### src/rtl/clock_disp_pkg.sv
// Shared constants and types for the six-digit clock display scanner.
package clock_disp_pkg;

  localparam logic [7:0] SEG_BLANK = 8'hFF;

  // Active-low a..g patterns with dp off, indexed by BCD value.
  localparam logic [7:0] SEG_TABLE [10] = '{
    8'hC0, 8'hF9, 8'hA4, 8'hB0, 8'h99,
    8'h92, 8'h82, 8'hF8, 8'h80, 8'h90
  };

  // Slots 2 and 4 carry the hh.mm.ss separators.
  localparam logic [5:0] DP_SLOT_MASK = 6'b010100;

  typedef enum logic [2:0] {
    SlotSecOnes  = 3'd0,
    SlotSecTens  = 3'd1,
    SlotMinOnes  = 3'd2,
    SlotMinTens  = 3'd3,
    SlotHourOnes = 3'd4,
    SlotHourTens = 3'd5
  } slot_idx_t;

endpackage

### src/rtl/bcd7seg_04.sv
// Combinational BCD nibble to active-low segment decoder; non-BCD nibbles blank.
module bcd7seg_04
  import clock_disp_pkg::*;
(
  input  logic [3:0] nibble_i,
  output logic [7:0] seg_o
);

  always_comb begin
    seg_o = SEG_BLANK;
    if (nibble_i <= 4'd9) begin
      seg_o = SEG_TABLE[nibble_i];
    end
  end

endmodule

### src/rtl/seg_scan_04.sv
// Six-digit multiplexed 7-segment scanner with per-slot ghost blanking and frame snapshots.
// Optional build macro LEADING_ZERO_BLANK_EN blanks the hours tens digit when it is zero.
module seg_scan_04
  import clock_disp_pkg::*;
#(
  parameter int unsigned SCAN_DIV  = 50000,
  parameter int unsigned BLANK_CYC = 2
) (
  input  logic       clk_04,
  input  logic       rst_04,
  input  logic [7:0] hour_04,
  input  logic [7:0] min_04,
  input  logic [7:0] sec_04,
  output logic [7:0] seg_04,
  output logic [5:0] dig_04
);

  localparam int unsigned PrescW = $clog2(SCAN_DIV);

  logic [PrescW-1:0] presc_q, presc_d;
  slot_idx_t         idx_q, idx_d;
  logic [23:0]       snap_q, snap_d, snap_cur;
  logic [7:0]        seg_q, seg_d;
  logic [5:0]        dig_q, dig_d;
  logic              presc_wrap;
  logic              snap_load;
  logic [3:0]        nibble;
  logic [7:0]        dec_seg;

  assign presc_wrap = (presc_q == PrescW'(SCAN_DIV - 1));

  always_comb begin
    presc_d = presc_wrap ? '0 : presc_q + 1'b1;
    idx_d   = idx_q;
    if (presc_wrap) begin
      unique case (idx_q)
        SlotSecOnes:  idx_d = SlotSecTens;
        SlotSecTens:  idx_d = SlotMinOnes;
        SlotMinOnes:  idx_d = SlotMinTens;
        SlotMinTens:  idx_d = SlotHourOnes;
        SlotHourOnes: idx_d = SlotHourTens;
        SlotHourTens: idx_d = SlotSecOnes;
        default:      idx_d = SlotSecOnes;
      endcase
    end
  end

  // First cycle of every frame (including the one right after reset) takes a
  // fresh snapshot; that cycle already displays from the incoming values.
  assign snap_load = (idx_q == SlotSecOnes) && (presc_q == '0);
  assign snap_cur  = snap_load ? {hour_04, min_04, sec_04} : snap_q;
  assign snap_d    = snap_cur;

  always_comb begin
    nibble = 4'hF;
    unique case (idx_q)
      SlotSecOnes:  nibble = snap_cur[3:0];
      SlotSecTens:  nibble = snap_cur[7:4];
      SlotMinOnes:  nibble = snap_cur[11:8];
      SlotMinTens:  nibble = snap_cur[15:12];
      SlotHourOnes: nibble = snap_cur[19:16];
      SlotHourTens: nibble = snap_cur[23:20];
      default:      nibble = 4'hF;
    endcase
  end

  bcd7seg_04 u_dec (
    .nibble_i (nibble),
    .seg_o    (dec_seg)
  );

  always_comb begin
    seg_d = SEG_BLANK;
    dig_d = 6'b111111;
    if (presc_q >= PrescW'(BLANK_CYC)) begin
      dig_d = ~(6'b000001 << idx_q);
      seg_d = dec_seg;
      if (dec_seg != SEG_BLANK && DP_SLOT_MASK[idx_q]) begin
        seg_d[7] = 1'b0;
      end
`ifdef LEADING_ZERO_BLANK_EN
      if (idx_q == SlotHourTens && snap_cur[23:20] == 4'd0) begin
        seg_d = SEG_BLANK;
      end
`endif
    end
  end

  always_ff @(posedge clk_04) begin
    if (!rst_04) begin
      presc_q <= '0;
      idx_q   <= SlotSecOnes;
      snap_q  <= '0;
      seg_q   <= SEG_BLANK;
      dig_q   <= 6'b111111;
    end else begin
      presc_q <= presc_d;
      idx_q   <= idx_d;
      snap_q  <= snap_d;
      seg_q   <= seg_d;
      dig_q   <= dig_d;
    end
  end

  assign seg_04 = seg_q;
  assign dig_04 = dig_q;

endmodule
### config.mk
export PLATFORM = sky130hd
export DESIGN_NAME = seg_scan_04
export DESIGN_NICKNAME = d
export VERILOG_FILES = /design/src/rtl/clock_disp_pkg.sv /design/src/rtl/bcd7seg_04.sv /design/src/rtl/seg_scan_04.sv
export SDC_FILE = /design/constraint.sdc
export NUM_CORES = 1
export LEC_CHECK = 0
export CORE_UTILIZATION = 58
export CTS_CLUSTER_SIZE = 12
export DETAILED_ROUTE_END_ITERATION = 8
export PLACE_DENSITY = 0.85
export SETUP_SLACK_MARGIN = 0.1
export SLEW_MARGIN = 15
export SYNTH_ARGS = -nofsm -noshare
export SYNTH_HDL_FRONTEND = slang
export SYNTH_SLANG_ARGS = --single-unit
### constraint.sdc
create_clock -name clk_04 -period 7.95 [get_ports clk_04]
set_input_delay 0.795 -clock clk_04 [delete_from_list [all_inputs] [get_ports clk_04]]
set_output_delay 0.795 -clock clk_04 [all_outputs]
set_load 0.005 [all_outputs]
==> run_results.csv <==
group,metric,value,unit
outcome,outcome,"complete, no violations",
job,cap_viol_max_count,0,
routing,detail-route-antenna-nets,0,
timing,setup_violations,0,
clock_network,htreeDepth,3,
floorplanning,start_util,60.8,%
routing,drt_wl_total,5840,um
place,dp_hpwl,3980,um
clock_network,cts_sinks,58,
cells_and_area,fin_nets,383,
floorplanning,dieHeight,69.8,um
logic_synthesis,synthFlopType,"dfxtp_1",
pwr,p_int,0.000525,W
timing,worst_pin_slew,0.967,ns
pwr,power_frac_clock,40.3,%
timing,hold_violations,0,
logic_synthesis,yosysUniqueCellTypes,45,
clock_network,clock_path_buffers,2,
global_route,antenna_found_initial,0,
critical_path,rrSetupSlack,4.19,ns
clock_network,cts_resized,0,
clock_network,clkTransAtPathRegs,0.07,ns
timing,max_freq,266,MHz
logic_synthesis,netlist_instances,313,
floorplanning,dieWidth,69.8,um
timing,fin_crit,3.76,ns
logic_synthesis,ys_seq_area_share,43.6,%
min_path,holdPathEnd,"seg_04[7]",
floorplanning,die_area,0.00487,mm2
routing,drt-pass1-iter-count,4,
critical_path,rr_endpoint,"seg_04[6]",
timing,relSlewSlack,35.3,%
logic_synthesis,synth_top_cells_by_area,"dfxtp_1 44%, nand2_1 8.0%, a21boi_0 6.5%",
cells_and_area,final_cells,405,
critical_path,ff2ff_path_depth,10,
global_route,track_usage,25.5,%
logic_synthesis,synth_largest_area_cell,"dfxtp_1",
floorplanning,core,0.00438,mm2
timing,fin_crit_sh,47.3,%
routing,vias,2323,
pwr,power_density,213,mW/mm2
critical_path,worstSetupPathType,"flop to flop",
pwr,switchingPower,0.000171,W
logic_synthesis,synth_top_area_share,43.6,%
place,placedCellCount,390,
place,port_buffers,39,
floorplanning,ios,40,
place,routabilityCongestion,0.887,
logic_synthesis,async_flop_share,0,%
clock_network,cts_tree,"done",
clock_network,worstSkewPairLatency,0.34,ns
global_route,grt_pass1_wl,9740,um
critical_path,critical_path_arrival,3.98,ns
timing,tns,0,ns
timing,fin_worst_skew,0.00788,ns
pwr,switching_share,24.6,%
pwr,irDropWorstVdd,0.134,mV
cells_and_area,antenna_cells,0,
clock_network,postCtsHoldBufs,0,
critical_path,startpoint_type,"flop",
pwr,comb_power_share,14.0,%
pwr,total_leakage_power,1.25,nW
global_route,grt_max_degree,32,
routing,vias_per_cell,5.74,
place,pre_cts_ws,4.28,ns
clock_network,postCtsSetupBuffers,0,
floorplanning,num_rows,24,
cells_and_area,syn_to_final_growth,22.6,%
global_route,grt_overflow,0,
routing,drc_errors,0,
cells_and_area,final_cell_mix,"58 x dfxtp_1, 57 x nand2_1, 39 x clkdlybuf4s50_1, 27 x nor2_1, 23 x a21boi_0",
min_path,whs_path_depth,1,
routing,wire_per_inst,14.4,um
critical_path,cp_max_fo,22,
timing,rsz0062_at_grt,"false",
cells_and_area,layout_commonest_cell,"dfxtp_1",
logic_synthesis,synth_edf_count,0,
critical_path,r2r-start,"idx_q[0]",
logic_synthesis,synth_fp_nets,347,
critical_path,cp-end-kind,"flop",
logic_synthesis,yosysWarningCount,0,
pwr,seqPwrFrac,45.7,%
timing,fin_ws,4.19,ns
clock_network,clockRootBuffer,"clkbuf_8",
timing,drv_slew,0,
pwr,power.total,0.000696,W
logic_synthesis,synth_area_per_cell,8.51,um2
cells_and_area,layout-drive-gt1-share,6.23,%
clock_network,cts_made_buffers,9,
logic_synthesis,syn-cell-area,0.00267,mm2
routing,drt_iter0_drc,179,
critical_path,critPathRequiredTime,8.17,ns
min_path,hold_class,"flop to flop",
global_route,grt_pass1_vias,2115,
logic_synthesis,synth-seq-cells,58,
==> sequential cells by signal (all words and copies together) (netlist names), named ones only <==
name,cells
idx_q,3
seg_04,8
snap_q,24
presc_q,16
dig_04,6
==> critical path, stage by stage, from the launching register on <==
cell	delay [ns]
dfxtp_1	0.51
nor3_1	0.43
and2_1	0.29
nand4_1	0.78
mux2i_1	0.51
o21ai_1	0.15
inv_1	0.13
ha_1	0.21
o221a_2	0.23
o21ai_1	0.08
a311o_1	0.32
==> metrics by stage <==
| step | area [um2] | utilization, % | hold WS (ns) |
|---|---|---|---|
| floorplan | 2670 | - | 0.343 |
| global placement | 3060 | 69.9 | 0.353 |
| detailed placement | 3060 | 69.9 | 0.357 |
| CTS | 3270 | 74.5 | 0.372 |
| global route | 3270 | 74.5 | 0.411 |
| finish | 3270 | 74.5 | 0.372 |
==> how the worst max path moves through the flow <==
stage / to / slack [ns] / start
floorplan: seg_04[1] / 5.33 / presc_q[9]
global placement: seg_04[6] / 4.43 / presc_q[11]
detailed placement: seg_04[6] / 4.28 / presc_q[11]
CTS: seg_04[6] / 4.20 / presc_q[11]
global route: seg_04[6] / 3.88 / presc_q[11]
finish: seg_04[6] / 4.19 / idx_q[0]
==> final cells by class <==
type                            instances  area (um2)
Sequential cell                        58        1160
Clock buffer                           13         169
Inverter                               11        41.3
Clock inverter                          2        35.0
Tap cell                               52        65.1
Timing Repair Buffer                   40         398
Multi-Input combinational cell        229        1400
Fill cell                             328        1120
==> Yosys cell counts (2+ instances only) <==
cell type / count
and3_1: 7
nor4_1: 4
nor2b_1: 3
xnor2_1: 6
nor2_1: 27
or3_1: 2
dfxtp_1: 58
o21ai_0: 7
nand3_1: 12
ha_1: 8
nand4_1: 7
nand2_1: 57
a21boi_0: 23
and2_1: 2
o21ai_1: 5
mux2i_1: 5
or4_4: 2
o211ai_1: 2
inv_1: 11
clkbuf_1: 13
o22ai_1: 2
nor3_1: 5
a21oi_1: 6
o21a_1: 7
xor2_1: 8
nand2b_1: 3
nor3b_1: 3
==> metal layers <==
metal  wire, um  global-route usage, %  up-vias
met5          0                      0        -
met4        144                   13.6        0
met3        410                   5.23       15
met2       2620                   39.5       86
met1       2660                   33.3     1075
li1           -                      -     1147
==> cells by family after synthesis <==
family | Yosys count | share of synthesized area (%)
flops | 58 | 43.6
simple gates | 137 | 24.8
xor+xnor | 14 | 4.60
mux | 6 | 2.44
compound gates | 64 | 16.9
buf+inv | 26 | 3.94
fa+ha+maj | 8 | 3.76
==> power groups by stage <==
stage	registers, W	logic, W	clock network [W]
final	0.000318	0.0000975	0.000280
after global routing	0.000319	0.000108	0.000294
after CTS	0.000317	0.0000975	0.000281
after detailed placement	0.000324	0.0000958	0
after global placement	0.000324	0.0000937	0
after floorplan	0.000322	0.0000608	0
Power figures use the tool's default switching activity.
